`src/rtl/ay8_core.sv`:
```
// AY8 execution core: a two-byte fetch/execute sequencer around an 8-bit accumulator.
// Each instruction applies one of 15 bitwise logic functions to (acc, immediate).
module ay8_core (
   input  logic       CLK,
   input  logic       RST,
   output logic [7:0] mem_addr,
   output logic       mem_rd,
   input  logic [7:0] mem_rdata,
   output logic [7:0] acc,
   output logic [7:0] pc
);

   typedef enum logic [1:0] {S_OPA, S_OPD, S_IMA, S_IMD} state_t;

   state_t     stateReg, stateNext;
   logic [7:0] pcReg, accReg, opcodeReg, operandReg, addrHoldReg;
   logic       addrPhase;
   logic       writeAcc;
   logic [7:0] luB, luY;

   always_ff @(posedge CLK or negedge RST) begin
      if (!RST) stateReg <= S_OPA;
      else      stateReg <= stateNext;
   end

   always_comb begin
      stateNext = stateReg;
      addrPhase = 1'b0;
      case (stateReg)
         S_OPA: begin addrPhase = 1'b1; stateNext = S_OPD; end
         S_OPD: stateNext = S_IMA;
         S_IMA: begin addrPhase = 1'b1; stateNext = S_IMD; end
         S_IMD: stateNext = S_OPA;
         default: stateNext = S_OPA;
      endcase
   end

   // Strobe is gated by reset so the bus is idle while RST is low even though
   // the sequencer already sits in S_OPA.
   assign mem_rd   = RST & addrPhase;
   assign mem_addr = addrPhase ? pcReg : addrHoldReg;

   // The immediate is still on the bus in S_IMD, so bypass it into the logic unit.
   assign luB = (stateReg == S_IMD) ? mem_rdata : operandReg;

   always_comb begin
      luY = accReg;
      case (opcodeReg[3:0])
         4'h0: luY = accReg;
         4'h1: luY = accReg | luB;
         4'h2: luY = accReg | ~luB;
         4'h3: luY = 8'hFF;
         4'h4: luY = accReg & luB;
         4'h5: luY = luB;
         4'h6: luY = ~(accReg ^ luB);
         4'h7: luY = ~accReg | luB;
         4'h8: luY = accReg & ~luB;
         4'h9: luY = accReg ^ luB;
         4'hA: luY = ~luB;
         4'hB: luY = ~(accReg & luB);
         4'hC: luY = 8'h00;
         4'hD: luY = ~accReg & luB;
         4'hE: luY = ~(accReg | luB);
         4'hF: luY = ~accReg;
         default: luY = accReg;
      endcase
   end

   assign writeAcc = (stateReg == S_IMD) && (opcodeReg[7:4] == 4'h0) && (opcodeReg[3:0] != 4'h0);

   always_ff @(posedge CLK or negedge RST) begin
      if (!RST) begin
         pcReg       <= 8'h00;
         accReg      <= 8'h00;
         opcodeReg   <= 8'h00;
         operandReg  <= 8'h00;
         addrHoldReg <= 8'h00;
      end else begin
         case (stateReg)
            S_OPA, S_IMA: begin
               addrHoldReg <= pcReg;
               pcReg       <= pcReg + 8'd1;
            end
            S_OPD: opcodeReg <= mem_rdata;
            S_IMD: begin
               operandReg <= mem_rdata;
               if (writeAcc) accReg <= luY;
            end
            default: ;
         endcase
      end
   end

   assign acc = accReg;
   assign pc  = pcReg;

endmodule

```
`config.mk`:
```
export PLATFORM = sky130hd
export DESIGN_NAME = ay8_core
export DESIGN_NICKNAME = d
export VERILOG_FILES = /design/src/rtl/ay8_core.sv
export SDC_FILE = /design/constraint.sdc
export NUM_CORES = 1
export LEC_CHECK = 0
export BUFFER_PORTS_ARGS = -buffer_cell sky130_fd_sc_hd__buf_4
export CORE_ASPECT_RATIO = 1.4
export CORE_MARGIN = 5
export CORE_UTILIZATION = 45
export CTS_CLUSTER_DIAMETER = 150
export DETAILED_ROUTE_END_ITERATION = 6
export GPL_TIMING_DRIVEN = 0
export SETUP_SLACK_MARGIN = 0.4
export SKIP_LAST_GASP = 1
export SLEW_MARGIN = 20
export SYNTH_ARGS = -nofsm -noshare
export SYNTH_HDL_FRONTEND = slang
export SYNTH_SLANG_ARGS = --single-unit
```
`constraint.sdc`:
```
create_clock -name CLK -period 7.1 [get_ports CLK]
set_input_delay 1.065 -clock CLK [delete_from_list [all_inputs] [get_ports CLK]]
set_output_delay 1.065 -clock CLK [all_outputs]
set_load 0.005 [all_outputs]
```
Yosys cells after proc, flatten, opt, wreduce, memory -nomap -nowiden:

Cells that the tools add are included.

* register bits: 42
* bits in latches: 0
* bits in writable memories: 0
* bits in read-only memories: 0
* input bits: 10
* output and inout port bits: 25
* memories: 0

* add/subtract/negate cells: 1
* $mul: 0
* div/mod/pow operators: 0
* order comparisons: 0
* eq/ne operators: 18
* shift operators: 0
* muxes and demuxes: 5
* bitwise operators: 14
* reductions and logical operators: 8

Operators with widths (count)
* $pmux W8 S15: 1
* $not A8 Y8: 5
* $eq A4 B4 Y1 const B: 8
* $and A8 B8 Y8: 3
* $or A8 B8 Y8: 3
* $eq A4 B3 Y1 const B: 4
* $mux W8: 2
* $add A8 B1 Y8 const B: 1
* $eq A4 B2 Y1 const B: 2
* $logic_not A4 Y1: 2
* $pmux W2 S4: 1
* $xor A8 B8 Y8: 1
* $eq A2 B2 Y1 const B: 2
* $eq A4 B1 Y1 const B: 1
* $reduce_bool A4 Y1: 1
* $reduce_and A3 Y1: 1
* $eq A2 B1 Y1 const B: 1
* $logic_and A1 B1 Y1: 2
* $logic_not A2 Y1: 1
* $reduce_or A2 Y1: 1
* $and A1 B1 Y1: 1
* $mux W1: 1
* $not A1 Y1: 1

Logic depth before layout (Yosys ltp):

* depth after elaboration: 5
* gate-level depth with buffers: 10

Worst setup path after synthesis:

No wires, ideal clock.

* path kind: input port to flip-flop
* start point: input port mem_rdata[1]
* end point: register accReg[1] (netlist: acc[1])
* library setup time: 132 ps
* arrival: 2281 ps
* required time: 6968 ps
* slack: 4687 ps
* cell stages on the path: 6
* path buffers: 0
* cells stage by stage: mux2_2 > ha_1 > nor3_1 > a211o_1 > a311oi_1 > a31oi_1

* longest elaborated chain between the ends: 4
* elaborated cells between the ends (all ways): 13

RTL lines
* from (decl): line 8 `input logic [7:0] mem_rdata,`
* $mux W8 *: line 44 `assign luB = (stateReg == S_IMD) ? mem_rdata : operandReg;`
* $or A8 B8 Y8, or another cell as far along: line 50, 63
* $not A8 Y8, or another cell as far along: line 63 `4'hE: luY = ~(accReg | luB);`
* $pmux W8 S15 *: line 48 `case (opcodeReg[3:0])`
* to (signal assigned): line 87 `if (writeAcc) accReg <= luY;`
* to (decl): line 16 `logic [7:0] pcReg, accReg, opcodeReg, operandReg, addrHoldReg;`

Every way passes the cells marked *; elsewhere a longest branch is shown, timed or not.
A chain may end at the register's enable or synchronous reset.

Worst setup path after layout:

* start point: input port RST
* end point: output port mem_rd

* longest elaborated chain between the ends: 1

RTL lines
* from (decl): line 5 `input logic RST,`
* $and A1 B1 Y1: line 40 `assign mem_rd = RST & addrPhase;`
* to (decl): line 7 `output logic mem_rd,`

No other way between the ends.

==> flow_metrics.env <==
export IMPL_status="finished clean"
export IMPL_rsz0062_at_grt="no"
export IMPL_drtIter0Drc=257
export IMPL_layout_commonest_cell="nand2_1"
export IMPL_slew_headroom_pct=61.6
export IMPL_place_area_mm2=0.00368
export IMPL_layout_cells_non_filler=514
export IMPL_dr_total_vias=2998
export IMPL_port_buffers=34
export IMPL_cp_top_family="buffers and inverters"
export IMPL_grt_pass1_wl_um=15700
export IMPL_syn2layout_area_growth_pct=14.7
export IMPL_core_area_mm2=0.00727
export IMPL_layout_common_cells="nand2_1 (52), dfrtp_1 (42), buf_4 (38)"
export IMPL_postCtsSetupRepairBufs=0
export IMPL_tightest_slew_ns=0.561
export IMPL_crit_top_cell="buf_4"
export IMPL_crit_path_max_fanout=43
export IMPL_ir_drop_mv=0.108
export IMPL_layout_drive_gt1_share_pct=20.4
export IMPL_p_total_uw=637
export IMPL_async_reset_ff_share_pct=100
export IMPL_period_share_pct=41.0
export IMPL_powerDensity_mw_per_mm2=168
export IMPL_tns_ns=0
export IMPL_clkTransAtPathRegs_ns=0.08
export IMPL_maxCapViolations=0
export IMPL_antenna_cells=0
export IMPL_synth_top_area_share_pct=31.8
export IMPL_cts_sinks=42
export IMPL_final_fill_count=732
export IMPL_synth_flop_cell="dfrtp_1"
export IMPL_fin_nets=463
export IMPL_setup_worst_path_class="input pin to output pin"
export IMPL_hold_ws_ns=0.474
export IMPL_synth_top_area_cell="dfrtp_1"
export IMPL_setup_viol=0
export IMPL_cts_tree="built"
export IMPL_synth_edf_count=0
export IMPL_ant_nets=0
export IMPL_synth_area_top_cells="dfrtp_1 (32%), ha_1 (14%), mux2_2 (7.5%), nand2_1 (5.9%), a21oi_1 (4.7%)"
export IMPL_start_util_pct=45.5
export IMPL_grt_pass1_vias=3158
export IMPL_grt_overflow=0
export IMPL_grt_usage_pct=22.1
export IMPL_slew_viol_final=0
export IMPL_die_x_um=82.5
export IMPL_wl_um=9450
export IMPL_cts_buffer_depth=2
export IMPL_drc=0
export IMPL_critical_path_slowest_cell="buf_4"
export IMPL_startpoint_type="input pin"
export IMPL_grt_max_degree=44
export IMPL_ys_ff_latch=42
export IMPL_drtPass1Iterations=4
export IMPL_htree_levels=2
export IMPL_hp_class="register to register"
export IMPL_die_area_mm2=0.00919
export IMPL_postSynthAreaPerCell_um2=8.82
export IMPL_dp_hpwl_um=7040
export IMPL_wire_per_inst_um=18.4
export IMPL_dp_cells=506
export IMPL_leakage_uw=0.00180
export IMPL_final_min_clock_period_ns=2.91
export IMPL_cts_hold_buf=0
export IMPL_endpoint_kind="output pin"
export IMPL_rows=37
export IMPL_synth_nets=422
export IMPL_seq_area_frac_synth_pct=31.8
export IMPL_finalHoldViolCount=0
export IMPL_cts_resized=0
export IMPL_cpPeakStageDelay_ns=0.44
export IMPL_netlist_area_mm2=0.00331
export IMPL_crit_required_ns=6.03
export IMPL_yosys_warnings=0
export IMPL_clk_latency_ns=0.30
export IMPL_ios=35
export IMPL_fin_skew_ns=0.0126
export IMPL_gp_congestion=0.948
export IMPL_cts_buffers=5
export IMPL_synthDistinctLibCells=54
export IMPL_max_freq_ghz=0.343
export IMPL_postLayoutCellArea_mm2=0.00379
export IMPL_cp_buffers_inverters=2
export IMPL_root_buffer="clkbuf_8"
export IMPL_die_h_um=111
export IMPL_viasPerCell=5.83
export IMPL_arrival_ns=1.85
export IMPL_synthCells=375
export IMPL_grt_antenna_before_repair=0
export IMPL_crit_chain="buf_4 -> and2_1 -> buf_4"
tightest hold or removal path, stage by stage (launching register included):
cell	delay, ns
dfrtp_1	0.33
nand2_1	0.04
nand2_1	0.07
worst paths after layout:
path	startpoint	end	slack (ns)	depth (start not counted)
setup / recovery	RST	mem_rd	4.19	3
hold / removal	addrHoldReg[1]	addrHoldReg[1]	0.47	2
setup reg to reg	stateReg[0]	acc[4]	4.51	9
hold reg to reg	addrHoldReg[1]	addrHoldReg[1]	0.47	2
max in group asynchronous	RST	operandReg[0]	5.95	1
min in group asynchronous	RST	acc[7]	0.74	1
cells in the mapped netlist, types with 3 or more instances:
master and n:
a311oi_1 3, xnor2_1 6, buf_2 11, inv_1 26
o21ai_0 12, a221o_1 3, o211ai_1 3, nand4_1 3
nor2_1 18, clkbuf_1 7, ha_1 37, nor3_1 13
mux2i_1 6, mux2_2 22, buf_4 4, a31oi_1 7
nand2b_1 9, dfrtp_1 42, nand3_1 7, o22ai_1 8
a21oi_1 31, o31ai_1 4, nand2_1 52
cell families after synthesis:
family	Yosys count	synth area share, %
and+or+nand+nor	116	17.0
muxes	29	9.99
DFF	42	31.8
xor gates and xnor gates	7	1.85
AOI/OAI and AO/OA	92	18.0
adders and majority gates	37	14.0
buffers and inverters	52	7.34
state kept, by name, summed over array words and instances, names as in the netlist:
name         cells
acc              8
pc               8
addrHoldReg      8
operandReg       8
opcodeReg        8
stateReg         2
power by group:
group          switching [uW]  internal, uW
clock                    90.6           105
combinational            95.9          75.2
sequential               16.9           253
per-stage QoR:
| stage | util, % | worst slack (ns) |
|---|---|---|
| final | 52.2 | 4.19 |
| after global routing | 52.2 | 4.00 |
| after CTS | 52.2 | 4.14 |
| after detailed placement | 50.7 | 4.15 |
| after global placement | 50.7 | 4.13 |
| after floorplan | - | 4.69 |
layer usage:
| layer | wire length [um] | track usage (%) | up-vias |
|---|---|---|---|
| li1 | - | - | 1404 |
| met1 | 3670 | 25.5 | 1433 |
| met2 | 4920 | 38.1 | 123 |
| met3 | 452 | 4.77 | 38 |
| met4 | 408 | 9.53 | 0 |
| met5 | 0 | 0 | - |
area by class of cell:
class / count / area [um2] / area share, %
buffer: 25 / 141 / 3.73
clock buffer: 6 / 72.6 / 1.91
clock inverter: 2 / 37.5 / 0.989
inverter: 27 / 101 / 2.67
multi-input combinational: 281 / 2010 / 53.1
sequential: 42 / 1050 / 27.7
tap: 97 / 121 / 3.20
timing repair buffer: 34 / 255 / 6.73
Power figures use the tool's default switching activity.
